<file path="src/rtl/tri_feeder.sv">
// tri_feeder: streams an object's triangles from vertex memory to the rasterizer.
module tri_feeder #(
  parameter int NUM_TRIS     = 12,
  parameter int ADDR_W       = 12,
  parameter int READ_LATENCY = 2
) (
  input  logic              clk_in,
  input  logic              rst_in,
  input  logic              frame_start,
  input  logic              tri_ready,
  output logic [ADDR_W-1:0] mem_addr,
  input  logic [26:0]       mem_data,
  output logic [8:0]        vert1 [2:0],
  output logic [8:0]        vert2 [2:0],
  output logic [8:0]        vert3 [2:0],
  output logic              valid_tri,
  output logic              new_frame,
  output logic              obj_done,
  output logic              busy
);
  localparam int IDX_W = NUM_TRIS < 2 ? 1 : $clog2(NUM_TRIS + 1);
  typedef enum logic [2:0] {IDLE, FETCH, WAIT, PRESENT, DONE} state_t;
  state_t                  state;
  logic [IDX_W-1:0]        idx;
  logic [1:0]              fk;
  logic [1:0]              ck;
  logic [READ_LATENCY-1:0] rd_pipe;
  logic                    pending;
  logic                    start;
  logic                    last;
  logic [8:0]              word [2:0];
  assign start   = frame_start | pending;
  assign last    = idx == IDX_W'(NUM_TRIS - 1);
  assign word[2] = mem_data[26:18];
  assign word[1] = mem_data[17:9];
  assign word[0] = mem_data[8:0];
  // rd_pipe tracks in-flight reads; ck picks which vertex the returning word fills
  always_ff @(posedge clk_in or posedge rst_in) begin
    if (rst_in) begin
      state     <= IDLE;
      idx       <= '0;
      fk        <= '0;
      ck        <= '0;
      rd_pipe   <= '0;
      pending   <= 1'b0;
      mem_addr  <= '0;
      valid_tri <= 1'b0;
      new_frame <= 1'b0;
      obj_done  <= 1'b0;
      busy      <= 1'b0;
      vert1     <= '{default: '0};
      vert2     <= '{default: '0};
      vert3     <= '{default: '0};
    end else begin
      new_frame <= 1'b0;
      rd_pipe   <= (rd_pipe << 1) | READ_LATENCY'(state == FETCH);
      if (rd_pipe[READ_LATENCY-1]) begin
        ck <= ck == 2'd2 ? 2'd0 : ck + 2'd1;
        if (ck == 2'd0) vert1 <= word;
        if (ck == 2'd1) vert2 <= word;
        if (ck == 2'd2) begin
          vert3     <= word;
          valid_tri <= 1'b1;
          state     <= PRESENT;
        end
      end
      if (frame_start && state != IDLE) pending <= 1'b1;
      case (state)
        IDLE, DONE: begin
          if (state == DONE && !obj_done) obj_done <= 1'b1;
          else begin
            obj_done <= 1'b0;
            if (start) begin
              idx       <= '0;
              fk        <= '0;
              mem_addr  <= '0;
              pending   <= 1'b0;
              new_frame <= 1'b1;
              busy      <= 1'b1;
              state     <= NUM_TRIS == 0 ? DONE : FETCH;
            end else begin
              busy  <= 1'b0;
              state <= IDLE;
            end
          end
        end
        FETCH: begin
          fk <= fk + 2'd1;
          if (fk == 2'd2) state <= WAIT;
          else mem_addr <= mem_addr + ADDR_W'(1);
        end
        PRESENT: begin
          if (tri_ready) begin
            valid_tri <= 1'b0;
            if (last) begin
              obj_done <= 1'b1;
              state    <= DONE;
            end else begin
              idx      <= idx + IDX_W'(1);
              mem_addr <= mem_addr + ADDR_W'(1);
              fk       <= '0;
              state    <= FETCH;
            end
          end
        end
        WAIT: ;
        default: state <= IDLE;
      endcase
    end
  end
endmodule
</file>
<file path="config.mk">
export PLATFORM = sky130hd
export DESIGN_NAME = tri_feeder
export DESIGN_NICKNAME = d
export VERILOG_FILES = /design/src/rtl/tri_feeder.sv
export SDC_FILE = /design/constraint.sdc
export NUM_CORES = 1
export LEC_CHECK = 0
export CORE_UTILIZATION = 48
export CTS_CLUSTER_SIZE = 8
export DETAILED_ROUTE_END_ITERATION = 10
export PLACE_DENSITY = 0.8
export SLEW_MARGIN = 20
export SYNTH_ARGS = -nofsm -noshare
export SYNTH_HDL_FRONTEND = slang
export SYNTH_SLANG_ARGS = --single-unit
</file>
<file path="constraint.sdc">
create_clock -name clk_in -period 4.2 [get_ports clk_in]
set_input_delay 0.84 -clock clk_in [delete_from_list [all_inputs] [get_ports clk_in]]
set_output_delay 0.84 -clock clk_in [all_outputs]
set_load 0.005 [all_outputs]
</file>
Word level (Yosys, flattened, before mapping)
Cells that the tools add are included.
Widths: inputs -> output; s select.
Word-level totals
  bits in registers: 111
  latch bits: 0
  bits in writable memories: 0
  bits in read-only memories: 0
  input port bits: 31
  memories: 0
Cells by class
  add/sub/neg operators: 4
  $mul: 0
  divide/modulo/power cells: 0
  order comparisons: 0
  equality and inequality tests: 14
  shift operators: 0
  muxes and demuxes: 40
  bitwise logic cells: 3
  reduce and logical (&&, ||, !) cells: 17
Operator list (count)
  $mux 12: 5
  $pmux 12 s3: 1
  $mux 3: 6
  $mux 4: 4
  $mux 1: 15
  $add 12x1->12 const B: 1
  $ne 2x2->1 const B: 6
  $pmux 3 s4: 1
  $mux 2: 5
  $reduce_and 5->1: 2
  $pmux 4 s2: 1
  $reduce_and 2->1: 4
  $eq 3x2->1 const B: 2
  $pmux 2 s3: 1
  $reduce_and 6->1: 1
  $reduce_bool 3->1: 2
  $add 2x1->2 const B: 2
  $add 4x1->4 const B: 1
  $eq 2x2->1 const B: 2
  $eq 4x4->1 const B: 1
  $eq 3x1->1 const B: 1
  $eq 3x3->1 const B: 1
  $logic_not 3->1: 1
  $reduce_and 3->1: 1
  other kinds (10): 11

Logic depth before layout (Yosys ltp)
  depth in word-level cells: 6
  gate-level depth with buffers: 7
  mapped depth without buffers: 7

Worst setup path after synthesis
No wires, ideal clock.
  kind: input-to-reg
  from: input frame_start
  to: register mem_addr[10]
  data arrival time: 1.783 ns
  data required time: 4.122 ns
  path slack: 2.339 ns
  stages on the path: 5
  path through: o21bai_1 -> nand2_1 -> nand3_4 -> or4_1 -> a21oi_1
Between the ends
  cells in the longest elaborated chain, start to end: 3
Ends and longest elaborated chain
  from (decl): line 9  | input logic frame_start,
  $or 1x1->1: line 32  | assign start = frame_start | pending;
  $ne 2x2->1 (no source line)
  $reduce_and 6->1 (no source line)
  to (signal assigned): line 90  | else mem_addr <= mem_addr + ADDR_W'(1);
  to (signal assigned): line 100  | mem_addr <= mem_addr + ADDR_W'(1);
  to (decl): line 11  | output logic [ADDR_W-1:0] mem_addr,
Every way passes these cells.
A chain may end at the register's enable or synchronous reset.

Worst setup path in the final report
  from: input tri_ready
  to: register mem_addr[10]
Between the ends
  cells in the longest elaborated chain, start to end: 2
Ends and longest elaborated chain
  from (decl): line 10  | input logic tri_ready,
  $ne 2x2->1 (no source line)
  $reduce_and 6->1 (no source line)
Every way passes these cells.

==> impl_metrics.yaml <==
logic_synthesis:
  synth_simple_gate_area_share_pct: 15.3
  syn-num-nets: 417
  seq_area_frac_synth_pct: 61.2
  synthMuxAreaShare_pct: 13.9
  ys.flop_type: "dfrtp_1"
  synth.most_common_cell: "dfrtp_1"
  ys_seq_elements: 111
  ys_top_cells_by_area: "dfrtp_1, mux2_2, nand2_1, mux2_1, o21ai_0"
  yosys-top-cells-count: "dfrtp_1, nand2_1, mux2_2"
  ys_warn_count: 0
  syn_avg_cell_area_um2: 11.8
  synthAdderAreaFrac_pct: 0.827
  synth_edf_count: 0
  synth.largest_area_cell: "dfrtp_1"
  synth_compound_area_share_pct: 5.76
  ys_types: 46
  synthCells: 383
  synth_xor_area_share_pct: 0.772
  async_flop_share_pct: 100
  yosysTopAreaCellShare_pct: 61.2
  syn_area_um2: 4540
  synth_top_family_by_area: "simple AND/OR/NAND/NOR gates"
power_and_ir_drop:
  p_leak_nw: 2.73
  intPower_mw: 3.09
  p_sw_share_pct: 31.7
  power_density_nw_per_um2: 735
  pwr-share-comb_pct: 43.6
  p_switching_mw: 1.43
  p_clk_share_pct: 15.4
  p_seq_share_pct: 41.0
  vdd_ir_drop_max_v: 0.000287
clocking:
  clock_latency_ps: 370
  cts_buffers: 9
  htreeDepth: 3
  ctsHoldBuffers: 0
  clkTransAtPathRegs_ps: 100
  clockBufferDepth: 2
  cts.sinks: 111
  cts_resized: 0
  tritoncts: "yes"
  clock-root-buffer: "clkbuf_8"
  post_cts_buffers: 0
layout:
  nets: 545
  postLayoutCoreUtil_pct: 67.0
  antenna_cells: 0
  drive_gt1_share_pct: 14.3
  stdcell_count: 627
  syn_to_final_growth_pct: 35.7
route:
  viasPerCell: 5.33
  route.met3.wl_um: 524
  drt-total-wl_mm: 10.3
  ant_nets: 0
  route.met2.wl_mm: 5.06
  first_pass_iters: 4
  wl_per_cell_um: 16.4
  drc: 0
  m1WireLength_mm: 4.61
  drt_iter0_drc: 94
  vias: 3339
  dr.max_layer_used: "met4"
critical_path:
  critPathKind: "input pin to flip-flop"
  ff2ff_setup_slack_ps: 2130
  end_kind: "flip-flop"
  cp-start-kind: "input pin"
  cp_slowest_cell: "clkdlybuf4s50_1"
  cp_cell_sequence: "clkdlybuf4s50_1 -> a21o_1 -> nand3_4 -> or4_1 -> a21oi_1"
  cp.required_ps: 4490
  crit_fanout: 10
  critPathBufInv: 1
  slowest_delay_ps: 590
  cp.arrival_ps: 2550
  cp_top_family: "simple AND/OR/NAND/NOR gates"
floorplan:
  die_w_um: 99.2
  core-area_um2: 9200
  io_pins: 128
  die_area_um2: 9850
  die_h_um: 99.2
  num_rows: 35
  start_util_pct: 49.3
sta:
  fin_setup_tns_ps: 0
  final.min_clock_period_ps: 2270
  hold_violations: 0
  period_share_pct: 54.0
  setup_viol: 0
  worstMarginPinSlew_ps: 786
  fin_skew_ps: 15.2
  whs_ps: 367
  rsz0062_at_grt: "no"
  slew_violations: 0
  timing.final.ws_setup_ps: 1930
  max_freq_mhz: 441
  slew_headroom_pct: 47.4
outcome:
  status: "completed"
worst_hold_path:
  hp-class: "flip-flop to flip-flop"
global_routing:
  grt_use_total_pct: 21.6
  grt-ovfl-total: 0
  antenna_found_initial: 0
  grt_pass1_vias: 3328
  grt_max_degree: 58
  grt_pass1_wl_mm: 16.6
place:
  placedCellCount: 611
  port_buffers: 127
  gp_congestion: 0.842
  hpwl_mm: 7.39
  dp_slack_ps: 1570
job:
  maxCapViolations: 0
-- final timing paths --
check	startpoint	to	cells past startpoint
max in group asynchronous	rst_in	vert1[20]$_DFFE_PP0P_	3
min reg2reg	rd_pipe[0]$_DFF_PP0_	rd_pipe[1]$_DFF_PP0_	0
min	rd_pipe[0]$_DFF_PP0_	rd_pipe[1]$_DFF_PP0_	0
max reg2reg	state[1]$_DFF_PP0_	mem_addr[10]$_DFFE_PP0P_	5
max	tri_ready	mem_addr[10]$_DFFE_PP0P_	5
min in group asynchronous	rst_in	vert3[7]$_DFFE_PP0P_	2
-- worst reg2reg max path, delay by kind of cell, from the launching register on --
kind	cells	cell delay (ps)
compound gates	2	430
simple gates	3	880
flops	1	690
-- power by group through the flow --
stage,combinational (mW),clock (mW),sequential [mW]
6_report,1.97,0.697,1.85
5_1_grt,2.13,0.760,1.91
4_1_cts,2.00,0.714,1.85
3_5_place_dp,1.99,0,1.88
3_3_place_gp,1.93,0,1.85
2_1_floorplan,0.875,0,1.84
-- flip-flops by register name, summed over array words and instances, names as in the netlist --
signal / count
obj_done: 1
vert3: 27
vert2: 27
vert1: 27
idx: 4
valid_tri: 1
new_frame: 1
ck: 2
fk: 2
busy: 1
rd_pipe: 2
state: 3
mem_addr: 12
pending: 1
-- cells in the final DEF (no fill, tap or decap), types with 3 or more instances in the layout --
master | synthesis | layout
nand4_1 | 6 | 6
clkdlybuf4s50_1 | 0 | 127
nand2b_1 | 4 | 4
nand2_1 | 96 | 96
or4_1 | 3 | 3
nand3_1 | 9 | 9
nand4b_1 | 3 | 3
mux2_2 | 43 | 43
o21ai_0 | 11 | 11
mux2_1 | 13 | 13
dfrtp_1 | 111 | 111
nor2_1 | 13 | 13
a21oi_1 | 3 | 3
buf_4 | 3 | 3
clkbuf_8 | 0 | 9
a21o_1 | 3 | 3
inv_1 | 7 | 6
xor2_1 | 4 | 4
ha_1 | 3 | 3
o41ai_1 | 3 | 3
-- per-stage QoR --
stage / power (mW) / instance area [um2]
global route: 4.81 / 6160
detailed placement: 3.87 / 5940
finish: 4.52 / 6160
CTS: 4.57 / 6160
floorplan: 2.72 / 4540
global placement: 3.78 / 5940
-- layer usage --
layer / track usage [%] / vias to the layer above
li1: - / 1571
met1: 29.1 / 1651
met2: 36.2 / 106
met3: 3.65 / 11
met4: 6.22 / 0
met5: 0 / -
-- area by class of cell --
class,instances,area (um2)
Clock inverter,6,90.1
Fill cell,705,3040
Sequential cell,111,2780
Inverter,9,36.3
Timing Repair Buffer,131,1310
Multi-Input combinational cell,249,1670
Clock buffer,10,128
Tap cell,111,139
-- cells by family (layout without fill, tap and decap cells) --
kind of cell / count (synthesis) / count (layout)
buffers and inverters: 23 / 156
muxes: 56 / 56
AOI/OAI and AO/OA: 37 / 37
and+or+nand+nor: 149 / 149
xor gates and xnor gates: 4 / 4
adders and majority gates: 3 / 3
DFF: 111 / 111
Note: power is estimated with default switching activity, not from simulation.
